### config.mk
export PLATFORM = sky130hd
export DESIGN_NAME = axi4_reg_slave_flat
export DESIGN_NICKNAME = d
export VERILOG_FILES = /design/src/rtl/axi4_reg_slave_if.sv /design/src/rtl/axi4_reg_slave.sv /design/src/flat_wrapper.sv
export SDC_FILE = /design/constraint.sdc
export NUM_CORES = 1
export LEC_CHECK = 0
export BUFFER_PORTS_ARGS = -buffer_cell sky130_fd_sc_hd__clkbuf_2
export CAP_MARGIN = 20
export CORE_AREA = 3 3 213 215
export CTS_BUF_LIST = sky130_fd_sc_hd__clkbuf_16
export DETAILED_ROUTE_END_ITERATION = 10
export DIE_AREA = 0 0 216 218
export PLACE_DENSITY_LB_ADDON = 0.05
export SYNTH_ARGS = -nofsm -noshare
export SYNTH_HDL_FRONTEND = slang
export SYNTH_SLANG_ARGS = --single-unit
### constraint.sdc
create_clock -name clk -period 3.1 [get_ports clk]
set_input_delay 0.155 -clock clk [delete_from_list [all_inputs] [get_ports clk]]
set_output_delay 0.155 -clock clk [all_outputs]
set_load 0.03 [all_outputs]
### src/rtl/axi4_reg_slave_if.sv
// Bus bundle for axi4_reg_slave: AW/W/B write channels and AR/R read channels.
// The slave modport is the register block side; the master modport is the requester.
interface axi4_reg_slave_if #(
  parameter int IDLEN = 5
) ();
  logic             aw_valid;
  logic             aw_ready;
  logic [31:0]      aw_addr;
  logic [IDLEN-1:0] aw_id;
  logic             w_valid;
  logic             w_ready;
  logic [31:0]      w_data;
  logic [3:0]       w_strb;
  logic             b_valid;
  logic             b_ready;
  logic [1:0]       b_resp;
  logic [IDLEN-1:0] b_id;
  logic             ar_valid;
  logic             ar_ready;
  logic [31:0]      ar_addr;
  logic [IDLEN-1:0] ar_id;
  logic             r_valid;
  logic             r_ready;
  logic [31:0]      r_data;
  logic [1:0]       r_resp;
  logic [IDLEN-1:0] r_id;

  modport slave (
    input  aw_valid, aw_addr, aw_id, w_valid, w_data, w_strb, b_ready,
    input  ar_valid, ar_addr, ar_id, r_ready,
    output aw_ready, w_ready, b_valid, b_resp, b_id,
    output ar_ready, r_valid, r_data, r_resp, r_id
  );

  modport master (
    output aw_valid, aw_addr, aw_id, w_valid, w_data, w_strb, b_ready,
    output ar_valid, ar_addr, ar_id, r_ready,
    input  aw_ready, w_ready, b_valid, b_resp, b_id,
    input  ar_ready, r_valid, r_data, r_resp, r_id
  );
endinterface

### src/rtl/axi4_reg_slave.sv
// AXI4 single-beat register slave: NREGS 32-bit registers at BASE_ADDR, register 0 a
// read-only ID constant. Independent write (AW/W/B) and read (AR/R) state machines.
module axi4_reg_slave #(
  parameter logic [31:0] BASE_ADDR = 32'h0002_0000,
  parameter int          NREGS     = 8,
  parameter int          IDLEN     = 5
) (
  input  logic                 clk,
  input  logic                 rst_n,
  axi4_reg_slave_if.slave      bus,
  output logic [32*NREGS-1:0]  regs
);
  localparam logic [31:0] REG0_VALUE  = 32'hA5A5_0001;
  localparam logic [1:0]  RESP_OKAY   = 2'b00;
  localparam logic [1:0]  RESP_SLVERR = 2'b10;
  localparam logic [1:0]  RESP_DECERR = 2'b11;

  typedef enum logic [1:0] {W_IDLE, W_HAVE_A, W_HAVE_D, W_RESP} wstate_e;
  typedef enum logic       {R_IDLE, R_RESP} rstate_e;

  wstate_e wstate_q, wstate_d;
  rstate_e rstate_q, rstate_d;

  logic aw_ready, w_ready, b_valid, ar_ready, r_valid;
  logic aw_hs, w_hs, ar_hs, commit;

  logic [31:0]      awaddr_q, awaddr_d;
  logic [IDLEN-1:0] awid_q, awid_d;
  logic [31:0]      wdata_q, wdata_d;
  logic [3:0]       wstrb_q, wstrb_d;
  logic [1:0]       b_resp_q, b_resp_d;
  logic [IDLEN-1:0] b_id_q, b_id_d;
  logic [31:0]      r_data_q, r_data_d;
  logic [1:0]       r_resp_q, r_resp_d;
  logic [IDLEN-1:0] r_id_q, r_id_d;

  logic [31:0]      wr_addr, wr_data, rd_val;
  logic [3:0]       wr_strb;
  logic [IDLEN-1:0] wr_id;
  logic [29:0]      wr_idx, rd_idx;
  logic             wr_hit, rd_hit;
  logic [31:0]      reg_val [NREGS];

  // State registers
  always_ff @(posedge clk or negedge rst_n) begin
    if (!rst_n) begin
      wstate_q <= W_IDLE;
      rstate_q <= R_IDLE;
    end else begin
      wstate_q <= wstate_d;
      rstate_q <= rstate_d;
    end
  end

  // Next-state logic
  always_comb begin
    wstate_d = wstate_q;
    case (wstate_q)
      W_IDLE: begin
        if (bus.aw_valid && bus.w_valid) wstate_d = W_RESP;
        else if (bus.aw_valid)           wstate_d = W_HAVE_A;
        else if (bus.w_valid)            wstate_d = W_HAVE_D;
      end
      W_HAVE_A: if (bus.w_valid)  wstate_d = W_RESP;
      W_HAVE_D: if (bus.aw_valid) wstate_d = W_RESP;
      W_RESP:   if (bus.b_ready)  wstate_d = W_IDLE;
      default:  wstate_d = W_IDLE;
    endcase

    rstate_d = rstate_q;
    case (rstate_q)
      R_IDLE:  if (bus.ar_valid) rstate_d = R_RESP;
      R_RESP:  if (bus.r_ready)  rstate_d = R_IDLE;
      default: rstate_d = R_IDLE;
    endcase
  end

  // State-decoded outputs; readies never look at the incoming valids
  always_comb begin
    aw_ready = (wstate_q == W_IDLE) || (wstate_q == W_HAVE_D);
    w_ready  = (wstate_q == W_IDLE) || (wstate_q == W_HAVE_A);
    b_valid  = (wstate_q == W_RESP);
    ar_ready = (rstate_q == R_IDLE);
    r_valid  = (rstate_q == R_RESP);
  end

  // Write datapath: merge the half captured earlier with the half arriving now
  always_comb begin
    aw_hs   = bus.aw_valid && aw_ready;
    w_hs    = bus.w_valid && w_ready;
    commit  = (wstate_q != W_RESP) && (wstate_d == W_RESP);
    wr_addr = (wstate_q == W_HAVE_A) ? awaddr_q : bus.aw_addr;
    wr_id   = (wstate_q == W_HAVE_A) ? awid_q   : bus.aw_id;
    wr_data = (wstate_q == W_HAVE_D) ? wdata_q  : bus.w_data;
    wr_strb = (wstate_q == W_HAVE_D) ? wstrb_q  : bus.w_strb;
    wr_idx  = 30'((wr_addr - BASE_ADDR) >> 2);
    wr_hit  = (wr_addr >= BASE_ADDR) && (wr_idx < 30'(NREGS));

    awaddr_d = aw_hs ? bus.aw_addr : awaddr_q;
    awid_d   = aw_hs ? bus.aw_id   : awid_q;
    wdata_d  = w_hs  ? bus.w_data  : wdata_q;
    wstrb_d  = w_hs  ? bus.w_strb  : wstrb_q;

    b_resp_d = b_resp_q;
    b_id_d   = b_id_q;
    if (commit) begin
      b_id_d = wr_id;
      if (!wr_hit)          b_resp_d = RESP_DECERR;
      else if (wr_idx == 0) b_resp_d = RESP_SLVERR;
      else                  b_resp_d = RESP_OKAY;
    end
  end

  // Read datapath: sampled from the register outputs, so a same-edge write is not seen
  always_comb begin
    ar_hs  = bus.ar_valid && ar_ready;
    rd_idx = 30'((bus.ar_addr - BASE_ADDR) >> 2);
    rd_hit = (bus.ar_addr >= BASE_ADDR) && (rd_idx < 30'(NREGS));
    rd_val = '0;
    for (int i = 0; i < NREGS; i++) begin
      if (rd_hit && rd_idx == 30'(i)) rd_val = reg_val[i];
    end

    r_data_d = r_data_q;
    r_resp_d = r_resp_q;
    r_id_d   = r_id_q;
    if (ar_hs) begin
      r_data_d = rd_val;
      r_resp_d = rd_hit ? RESP_OKAY : RESP_DECERR;
      r_id_d   = bus.ar_id;
    end
  end

  always_ff @(posedge clk or negedge rst_n) begin
    if (!rst_n) begin
      awaddr_q <= '0;
      awid_q   <= '0;
      wdata_q  <= '0;
      wstrb_q  <= '0;
      b_resp_q <= '0;
      b_id_q   <= '0;
      r_data_q <= '0;
      r_resp_q <= '0;
      r_id_q   <= '0;
    end else begin
      awaddr_q <= awaddr_d;
      awid_q   <= awid_d;
      wdata_q  <= wdata_d;
      wstrb_q  <= wstrb_d;
      b_resp_q <= b_resp_d;
      b_id_q   <= b_id_d;
      r_data_q <= r_data_d;
      r_resp_q <= r_resp_d;
      r_id_q   <= r_id_d;
    end
  end

  // Register file: slot 0 is a constant, the rest update on the commit edge
  assign reg_val[0] = REG0_VALUE;

  for (genvar gi = 1; gi < NREGS; gi++) begin : g_reg
    logic [31:0] val_q, val_d;

    always_comb begin
      val_d = val_q;
      if (commit && wr_hit && wr_idx == 30'(gi)) begin
        for (int b = 0; b < 4; b++) begin
          if (wr_strb[b]) val_d[8*b +: 8] = wr_data[8*b +: 8];
        end
      end
    end

    always_ff @(posedge clk or negedge rst_n) begin
      if (!rst_n) val_q <= '0;
      else        val_q <= val_d;
    end

    assign reg_val[gi] = val_q;
  end

  for (genvar gi = 0; gi < NREGS; gi++) begin : g_out
    assign regs[32*gi +: 32] = reg_val[gi];
  end

  assign bus.aw_ready = aw_ready;
  assign bus.w_ready  = w_ready;
  assign bus.b_valid  = b_valid;
  assign bus.b_resp   = b_resp_q;
  assign bus.b_id     = b_id_q;
  assign bus.ar_ready = ar_ready;
  assign bus.r_valid  = r_valid;
  assign bus.r_data   = r_data_q;
  assign bus.r_resp   = r_resp_q;
  assign bus.r_id     = r_id_q;
endmodule

### src/flat_wrapper.sv
// flat-port wrapper written by rule: the top's interface ports become plain ports
module axi4_reg_slave_flat 
#(
  parameter logic [31:0] BASE_ADDR = 32'h0002_0000,
  parameter int          NREGS     = 8,
  parameter int          IDLEN     = 5
)
  (clk, rst_n, regs, bus_aw_valid, bus_aw_addr, bus_aw_id, bus_w_valid, bus_w_data, bus_w_strb, bus_b_ready, bus_ar_valid, bus_ar_addr, bus_ar_id, bus_r_ready, bus_aw_ready, bus_w_ready, bus_b_valid, bus_b_resp, bus_b_id, bus_ar_ready, bus_r_valid, bus_r_data, bus_r_resp, bus_r_id);
  axi4_reg_slave_if #(.IDLEN(IDLEN)) bus_i ();
  input  logic clk;
  input  logic rst_n;
  output logic [32*NREGS-1:0] regs;
  input wire logic [$bits(bus_i.aw_valid)-1:0] bus_aw_valid;
  input wire logic [$bits(bus_i.aw_addr)-1:0] bus_aw_addr;
  input wire logic [$bits(bus_i.aw_id)-1:0] bus_aw_id;
  input wire logic [$bits(bus_i.w_valid)-1:0] bus_w_valid;
  input wire logic [$bits(bus_i.w_data)-1:0] bus_w_data;
  input wire logic [$bits(bus_i.w_strb)-1:0] bus_w_strb;
  input wire logic [$bits(bus_i.b_ready)-1:0] bus_b_ready;
  input wire logic [$bits(bus_i.ar_valid)-1:0] bus_ar_valid;
  input wire logic [$bits(bus_i.ar_addr)-1:0] bus_ar_addr;
  input wire logic [$bits(bus_i.ar_id)-1:0] bus_ar_id;
  input wire logic [$bits(bus_i.r_ready)-1:0] bus_r_ready;
  output wire logic [$bits(bus_i.aw_ready)-1:0] bus_aw_ready;
  output wire logic [$bits(bus_i.w_ready)-1:0] bus_w_ready;
  output wire logic [$bits(bus_i.b_valid)-1:0] bus_b_valid;
  output wire logic [$bits(bus_i.b_resp)-1:0] bus_b_resp;
  output wire logic [$bits(bus_i.b_id)-1:0] bus_b_id;
  output wire logic [$bits(bus_i.ar_ready)-1:0] bus_ar_ready;
  output wire logic [$bits(bus_i.r_valid)-1:0] bus_r_valid;
  output wire logic [$bits(bus_i.r_data)-1:0] bus_r_data;
  output wire logic [$bits(bus_i.r_resp)-1:0] bus_r_resp;
  output wire logic [$bits(bus_i.r_id)-1:0] bus_r_id;
  assign bus_i.aw_valid = bus_aw_valid;
  assign bus_i.aw_addr = bus_aw_addr;
  assign bus_i.aw_id = bus_aw_id;
  assign bus_i.w_valid = bus_w_valid;
  assign bus_i.w_data = bus_w_data;
  assign bus_i.w_strb = bus_w_strb;
  assign bus_i.b_ready = bus_b_ready;
  assign bus_i.ar_valid = bus_ar_valid;
  assign bus_i.ar_addr = bus_ar_addr;
  assign bus_i.ar_id = bus_ar_id;
  assign bus_i.r_ready = bus_r_ready;
  assign bus_aw_ready = bus_i.aw_ready;
  assign bus_w_ready = bus_i.w_ready;
  assign bus_b_valid = bus_i.b_valid;
  assign bus_b_resp = bus_i.b_resp;
  assign bus_b_id = bus_i.b_id;
  assign bus_ar_ready = bus_i.ar_ready;
  assign bus_r_valid = bus_i.r_valid;
  assign bus_r_data = bus_i.r_data;
  assign bus_r_resp = bus_i.r_resp;
  assign bus_r_id = bus_i.r_id;
  axi4_reg_slave #(.BASE_ADDR(BASE_ADDR), .NREGS(NREGS), .IDLEN(IDLEN)) u_core (.clk(clk), .rst_n(rst_n), .bus(bus_i), .regs(regs));
endmodule
==> metrics.md, run 1 <==
| Metric | Value |
|---|---|
| Max VDD drop | around 430 uV |
| Pre-CTS setup slack | between 0.1 and 0.15 ns |
| Die Span Y | roughly 220 um |
| First-pass GRT wire length | 80700 um |
| Sink Count | ~340 |
| Largest net degree at the start of global routing | 78 |
| Crit share post-route | 94.6% |
| Top FF cell, synth | dfrtp_1 |
| Pwr dens | about 600 nW/um^2 |
| Rel. slew slack | between 50 and 60% |
| DIE AREA | ~47000 um^2 |
| Yosys top cell by area | dfrtp_1 |
| Row cnt | 77 |
| Gate Count Post-Synth | roughly 1400 |
| Critical Path Fanout Max | 29 |
| Clk_skew | roughly 0.021 ns |
| Worst-Margin Slew | a little over 0.7 ns |
| Max clock buf depth | 3 |
| Via-to-Cell Ratio | 5.06 |
| MaxCap Viol Count | 0 |
| Total GRT Usage | between 20% and 30% |
| Mean post-synth cell area | between 10 and 15 um^2 |
| Filler cells | 4096 |
| Highest-count cells in the layout ignoring fill and taps | clkbuf_2, dfrtp_1, mux2_2 |
| Status | completed |
| Final setup margin | around 0.17 ns |
| CTS tree | built |
| Vias in the first global route | between 10000 and 15000 |
| Most common cell after layout, fill and taps aside | clkbuf_2 |
| Unrepaired setup endpoints after global routing | false |
| Htree depth | 2 |
| Core area | about 44000 um^2 |
| DRT Pass-1 Iters | 5 |
| Multi-input logic area | ~7400 um^2 |
| IO Pins | between 400 and 500 |
| IO Port Bufs | about 390 |
| Setup Buffers After CTS | 0 |
| Clock Tree Root | clkbuf_16 |
| Top cell type's share of synthesized area | between 50% and 60% |
| Post-synth cell types | 52 |
| Worst Setup End Kind | flop |
| Met3 wire len | between 3000 and 4000 um |
| Synth top area cells | dfrtp_1, mux2_2, nor4_4, nor2_1, a21oi_1 |
| Number of placed instances, taps included | ~2300 |
| Hold Worst Slack | 0.209 ns |
| Synth Register Bits | around 340 |
| Antenna violations before repair | 1 |
| Leakage | around 11 nW |
| Post-synthesis sequential area ratio | a little over half |
| Critical path class | reg2reg |
| CP startpoint kind | flop |
| Synthesis-to-layout area growth | 31.4% |
| Total CTS buffers | a little over 40 |
| # nets final | 1973 |
| Die X | around 220 um |
| Initial detailed-routing violation count | between 700 and 800 |
| Later-pin clock latency in the skew report | 0.56 ns |
| Fin. Hold Viols | 0 |
| Initial core utilization | between 30% and 40% |
| Vias | between 10000 and 15000 |
| Maximum clock frequency | 0.341 GHz |
| Metal2 WL | ~25000 um |
| Final GP Congestion | 0.774 |
| Asr flop ratio synth | 100% |
| Crit path DAT | 3.36 ns |
| Final Setup Violations | 0 |
| Synth Cell Area | between 15000 and 20000 um^2 |
| Cells on worst reg2reg path | 11 |
| Fin util | 49.2% |
| WL per Instance | about 21 um |
| Share of post-route cells with drive strength above 1 | between 40 and 50% |
| Critical Path RT | approximately 3.5 ns |
| CTS clock-pin slew for the worst setup and hold paths | about 0.06 ns |
| Post-route ant nets | 0 |
| Hold Crit Class | in2async |
| Drt drc | 0 |
| FF+latch area | approximately 8600 um^2 |
| Final Slew Violations | 0 |
| Cell Count, Final, Fillers Out | roughly 2500 |
| Final WL | ~53000 um |
| Max layer used | met4 |
| Setup tns final | 0 ns |
| Warnings from Yosys | 0 |
| Gr ovfl total | 0 |
| M1 WL | between 20000 and 25000 um |
| Final HPWL DP | about 37000 um |
| Min cycle time layout | between 2 and 3 ns |
| Count of flip-flops with a built-in enable after synthesis | 0 |
path summary, 6_finish.rpt:
path                                                   start                                    end  slack, ns
max in group asynchronous                              rst_n  u_core.g_reg[3].val_q[18]$_DFFE_PN0P_       2.01
min reg2reg                u_core.bus.r_data[31]$_DFFE_PN0P_      u_core.bus.r_data[31]$_DFFE_PN0P_       0.48
max                             u_core.wstate_q[1]$_DFF_PN0_   u_core.g_reg[3].val_q[4]$_DFFE_PN0P_       0.17
max reg2reg                     u_core.wstate_q[1]$_DFF_PN0_   u_core.g_reg[3].val_q[4]$_DFFE_PN0P_       0.17
min in group clk                              bus_ar_addr[4]       u_core.bus.r_data[0]$_DFFE_PN0P_       0.23
min                                                    rst_n          u_core.wdata_q[4]$_DFFE_PN0P_       0.21
report_power, final:
part / leakage, nW / switching [W] / internal, W
clock: 0.659 / 0.00192 / 0.00267
sequential: 4.58 / 0.000277 / 0.00501
combinational: 5.49 / 0.00166 / 0.00115
total: 10.7 / 0.00386 / 0.00883
kinds of logic after synthesis:
family | synth area share (%)
other cells | 0.0456
fa+ha+maj | 0.152
compound gates | 7.53
simple gates | 10.8
flops | 52.2
buf+inv | 4.06
mux | 25.2
xor+xnor | 0.0532
per-stage QoR:
step	total power, W	instance area, um^2
global placement	0.00807	19500
floorplan	0.00721	16600
CTS	0.0129	21600
global route	0.0134	21600
detailed placement	0.00812	19500
finish	0.0127	21600
state kept, by name, indices dropped and copies added (netlist names):
register / cells
u_core.bus.r_id: 5
u_core.awid_q: 5
u_core.bus.r_data: 32
u_core.g.val_q: 224
u_core.bus.b_resp: 2
u_core.awaddr_q: 30
u_core.bus.r_resp: 1
u_core.wdata_q: 32
u_core.wstate_q: 2
u_core.wstrb_q: 4
u_core.bus.b_id: 5
u_core.bus.r_valid: 1
worst max-delay path: stages (launching register included):
cell     delay (ns)
dfrtp_1        0.38
nor2b_1        0.15
buf_4          0.20
mux2i_1        0.09
ha_2           0.22
a211o_1        0.23
a22oi_1        0.18
nand4_1        0.16
buf_12         0.26
nor4_4         0.40
buf_12         0.18
mux2_2         0.33
layer usage:
layer / GRT usage [%] / vias to the layer above
li1: - / 5817
met3: 4.43 / 63
met2: 35.8 / 347
met1: 30.8 / 6305
met4: 5.82 / 0
met5: 0 / -
Yosys cell counts (all sizes together), types with 8 or more instances:
| cell type | instances |
|---|---|
| mux4 | 9 |
| a221oi | 23 |
| dfrtp | 343 |
| mux2 | 332 |
| o21ai | 81 |
| nand2 | 54 |
| nand4 | 8 |
| buf | 52 |
| inv | 31 |
| a211oi | 9 |
| clkbuf | 53 |
| nor2 | 150 |
| nor4 | 38 |
| mux2i | 18 |
| a21oi | 84 |
area by class of cell:
cell class              count  share of cell area, %
multi-input cells         905                   34.0
clock buffers              43                   4.98
diodes                      1                 0.0116
well taps                 592                   3.43
flip-flops and latches    343                   39.7
clock inverters            31                  0.891
inverters                  31                  0.538
repair buffers            532                   16.4
what timing repair did:
action,4_1_cts,5_1_grt
gates resized for setup,0,1
hold endpoints to repair,155,0
endpoints found under the setup margin,0,19
hold buffers,81,0
No activity file was read; power rests on OpenSTA's default activity.
==> run 2, diff against run 1 <==
--- a/config.mk
+++ b/config.mk
@@ -5,12 +5,13 @@
 export SDC_FILE = /design/constraint.sdc
 export NUM_CORES = 1
 export LEC_CHECK = 0
+export ABC_AREA = 1
 export BUFFER_PORTS_ARGS = -buffer_cell sky130_fd_sc_hd__clkbuf_2
 export CAP_MARGIN = 20
 export CORE_AREA = 3 3 213 215
-export CTS_BUF_LIST = sky130_fd_sc_hd__clkbuf_16
 export DETAILED_ROUTE_END_ITERATION = 10
 export DIE_AREA = 0 0 216 218
+export MAX_ROUTING_LAYER = met4
 export PLACE_DENSITY_LB_ADDON = 0.05
 export SYNTH_ARGS = -nofsm -noshare
 export SYNTH_HDL_FRONTEND = slang
==> run 2 against run 1 <==
  * Critical endpoint is now u_core.g_reg[1].val_q[14]$_DFFE_PN0P_
  * Count of clock-buffer cells in the layout up 17
  * Utilization about the same
  * Clock power up 3%
  * Highest routed layer unchanged
  * Combinational power about the same
  * Clock skew down 0.0012 ns
  * Worst hold slack worse by 0.10 ns
  * Cell count up 26%
  * Design area about the same
  * Fmax down 0.12%
  * Largest cell class unchanged
==> metrics.md, run 2 <==
| Metric | Value |
|---|---|
| Maximum clock frequency | 0.341 GHz (-0.12%) |
| Initial detailed-routing violation count | 1187 (+60%) |
| Design Power | 0.0128 W (+1.2%) |
| CP Buf/Inv Count | 1 (-2) |
| CTS tree | built |
| Mean post-synth cell area | 8.19 um^2 (-33%) |
| Antenna violations before repair | 7 (+6) |
| Combinational share of power | 22.1% (about the same) |
| WL per Instance | 19.1 um (-10%) |
| Gate Count Post-Synth | 2015 (+49%) |
| Post-synthesis sequential area ratio | 52.0% (-0.17 points) |
| Max FFs per register | 224 (unchanged) |
| # nets final | 2609 (+32%) |
| Max clock buf depth | 3 (unchanged) |
| Hold Crit Class | in2reg |
| Final GP Congestion | 0.874 (+13%) |
| MaxCap Viol Count | 0 (unchanged) |
| R2r endpoint | u_core.g_reg[1].val_q[14]$_DFFE_PN0P_ |
| Max VDD drop | 652 uV (+51%) |
| Crit path cell chain | inv_2, nand2_4, o21ai_1, ha_1, nand2_1, o21ai_1, nand2_1, nor3_1, o21a_1, nand4_2, nor2_4, nand2_2, nand2_1, o21ai_1 |
| Gr ovfl total | 0 (unchanged) |
| CP top delay family | simple AND/OR/NAND/NOR gates |
| Net Sw Power | 0.00418 W (+8.2%) |
| Largest net degree at the start of global routing | 91 (+17%) |
| Fin. Hold Viols | 0 (unchanged) |
| Critical Path Fanout Max | 16 (-45%) |
| Drt drc | 0 (unchanged) |
| Sink Count | 343 (unchanged) |
| Clock Tree Root | clkbuf_16 |
| Worst-path cell with the longest stage delay | dfrtp_1 |
| Via-to-Cell Ratio | 5.01 (-0.92%) |
| Final Slew Violations | 0 (unchanged) |
| Vias in the first global route | 14800 (+16%) |
| Final Setup Violations | 0 (unchanged) |
| Highest-count cells in the layout ignoring fill and taps | nand2_1, clkbuf_2, dfrtp_1 |
| Unrepaired setup endpoints after global routing | true |
| First-pass GRT wire length | 89700 um (+11%) |
| Total CTS buffers | 40 (-2.4%) |
| Critical path class | reg2reg |
| Most common cell in the netlist | nand2_1 |
| IO Pins | 424 (unchanged) |
| Rel. slew slack | 33.0% (-20 points) |
| Commonest cells post-synth | nand2_1, dfrtp_1, o21ai_1 |
| Top FF cell, synth | dfrtp_1 |
| Number of placed instances, taps included | 2945 (+27%) |
| Max stage delay on crit path | 0.39 ns (about the same) |
| Seq pwr share | 41.1% (-0.6 points) |
| R2r setup slk | 0.16 ns (about the same) |
| Reg with most FFs | u_core.g.val_q |
| Crit path DAT | 3.34 ns (-0.02 ns) |
| Worst r2r src | u_core.wstate_q[1]$_DFF_PN0_ |
| Worst Setup End Kind | flop |
| Clk_skew | 0.0195 ns (-0.00120 ns) |
| Crit path capture | u_core.g_reg[1].val_q[14]$_DFFE_PN0P_ |
| Final WL | 59600 um (+13%) |
| Status | completed |
| Total GRT Usage | 25.4% (+3.2 points) |
| Post-synth cell types | 41 (-21%) |
| Yosys top cell by area | dfrtp_1 |
| Count of flip-flops with a built-in enable after synthesis | 0 (unchanged) |
| IO Port Bufs | 387 (unchanged) |
| DIE AREA | 47100 um^2 (unchanged) |
| Cells on worst reg2reg path | 14 (+3) |
| HP Start | bus_w_valid |
| Clk pwr share | 36.8% (+0.6 points) |
| Die Span Y | 218 um (unchanged) |
| Final HPWL DP | 41000 um (+10%) |
| Core area | 43900 um^2 (unchanged) |
| Share of post-route cells with drive strength above 1 | 23.8% (-23 points) |
| Leakage | 11.2 nW (+4.4%) |
| Pwr dens | 594 nW/um^2 (+1.2%) |
| Filler cells | 4380 (+6.9%) |
| Crit share post-route | 94.7% (+0.12 points) |
| Cell Count, Final, Fillers Out | 3119 (+26%) |
| Post-route ant nets | 0 (unchanged) |
| Asr flop ratio synth | 100% (unchanged) |
| Top cell type's share of synthesized area | 52.0% (-0.17 points) |
| Critical Path RT | 3.50 ns (-0.03 ns) |
| Later-pin clock latency in the skew report | 0.56 ns (about the same) |
| Synthesis-to-layout area growth | 30.9% |
| Most common cell after layout, fill and taps aside | nand2_1 |
| DRT Pass-1 Iters | 6 (+1) |
| Sw Share | 32.5% (+2.1 points) |
| Synth top area cells | dfrtp_1, nand2_1, o21ai_1, inv_1, nand4_1 |
| Min cycle time layout | 2.94 ns (+0.00357 ns) |
| Internal power | 0.00867 W (-1.9%) |
| Initial core utilization | 37.6% (+0.13 points) |
| Vias | 15600 (+25%) |
| Warnings from Yosys | 0 (unchanged) |
| Row cnt | 77 (unchanged) |
| Worst-Margin Slew | 0.995 ns (+0.284 ns) |
| Synth Cell Area | 16500 um^2 (+0.33%) |
| Die X | 216 um (unchanged) |
| Worst Setup SP | u_core.wstate_q[1]$_DFF_PN0_ |
| CP startpoint kind | flop |
| CTS clock-pin slew for the worst setup and hold paths | 0.06 ns (about the same) |
| Htree depth | 2 (unchanged) |
| Synth Register Bits | 343 (unchanged) |
| Critical path depth in cells | 14 (+3) |
[run 2: changes by cell type after synthesis, sizes merged, moves of 23 or more]
cell    previous run  this run
nand2             54       594
mux2             332        11
o21ai             81       336
inv               31       177
nand3              6       119
nand4              8       106
a21oi             84        12
nor4              38         7
a221oi            23         0
[run 2: worst reg2reg max path: stages (launching register included)]
cell,delay [ns]
dfrtp_1,0.39
inv_2,0.11
nand2_4,0.14
o21ai_1,0.25
ha_1,0.20
nand2_1,0.08
o21ai_1,0.13
nand2_1,0.06
nor3_1,0.17
o21a_1,0.25
nand4_2,0.21
nor2_4,0.27
nand2_2,0.31
nand2_1,0.13
o21ai_1,0.08
[run 2: layout make-up]
type                       instances  area (um^2)  area share (%)
sequential                       343         8580            39.7
multi-input combinational       1394         6750            31.2
tap                              592          741            3.43
inverter                         178          668            3.09
clock buffer                      60         1220            5.63
antenna                            7         17.5          0.0810
clock inverter                    12          103           0.475
timing repair buffer             533         3540            16.4
[run 2: per-stage QoR]
step	utilization [%]	area [um^2]	setup TNS, ns	worst slack (ns)	hold slack, ns
5_1_grt	49.2	21600	-3.48	-0.0888	0.147
4_1_cts	48.7	21400	0	0.0759	0.0354
2_1_floorplan	-	16600	0	0.407	-0.141
3_5_place_dp	43.8	19200	0	0.101	0.252
6_report	49.2	21600	0	0.164	0.109
3_3_place_gp	43.8	19200	0	0.124	0.256
[run 2: cells by family after synthesis]
logic type                 share of synthesized area, %
muxes                                             0.750
and+or+nand+nor                                    27.2
DFF                                                52.0
AOI/OAI and AO/OA                                  11.2
other                                            0.0455
xor gates and xnor gates                          0.159
adders and majority gates                         0.152
buffers and inverters                              8.47
[run 2: power by group through the flow]
stage	Combinational, W	Sequential [W]	Clock (W)
4_1_cts	0.00284	0.00527	0.00487
2_1_floorplan	0.00173	0.00539	0
5_1_grt	0.00322	0.00534	0.00501
6_report	0.00284	0.00528	0.00473
3_3_place_gp	0.00270	0.00533	0
3_5_place_dp	0.00273	0.00535	0
[run 2: metal layers]
layer	routed length, um	global-route usage, %
met1	26300	33.4
met2	27800	40.4
met3	3960	4.64
met4	1560	7.49
met5	0	-
[run 2: how the worst min path moves through the flow]
| stage | to | depth (start not counted) |
|---|---|---|
| CTS | u_core.bus.b_resp[1]$_DFFE_PN0P_ | 4 |
| finish | u_core.bus.b_resp[1]$_DFFE_PN0P_ | 4 |
| floorplan | u_core.awaddr_q[10]$_DFFE_PN0P_ | 0 |
| detailed placement | u_core.bus.r_id[4]$_DFFE_PN0P_ | 1 |
| global placement | u_core.bus.r_id[4]$_DFFE_PN0P_ | 1 |
| global route | u_core.bus.b_resp[1]$_DFFE_PN0P_ | 4 |
[run 2: timing repair]
item | 4_1_cts | 5_1_grt
buffers inserted | 0 | 11
endpoints found under the hold margin | 168 | 0
gates resized for setup | 0 | 4
hold buffers | 82 | 0
endpoints found under the setup margin | 0 | 154
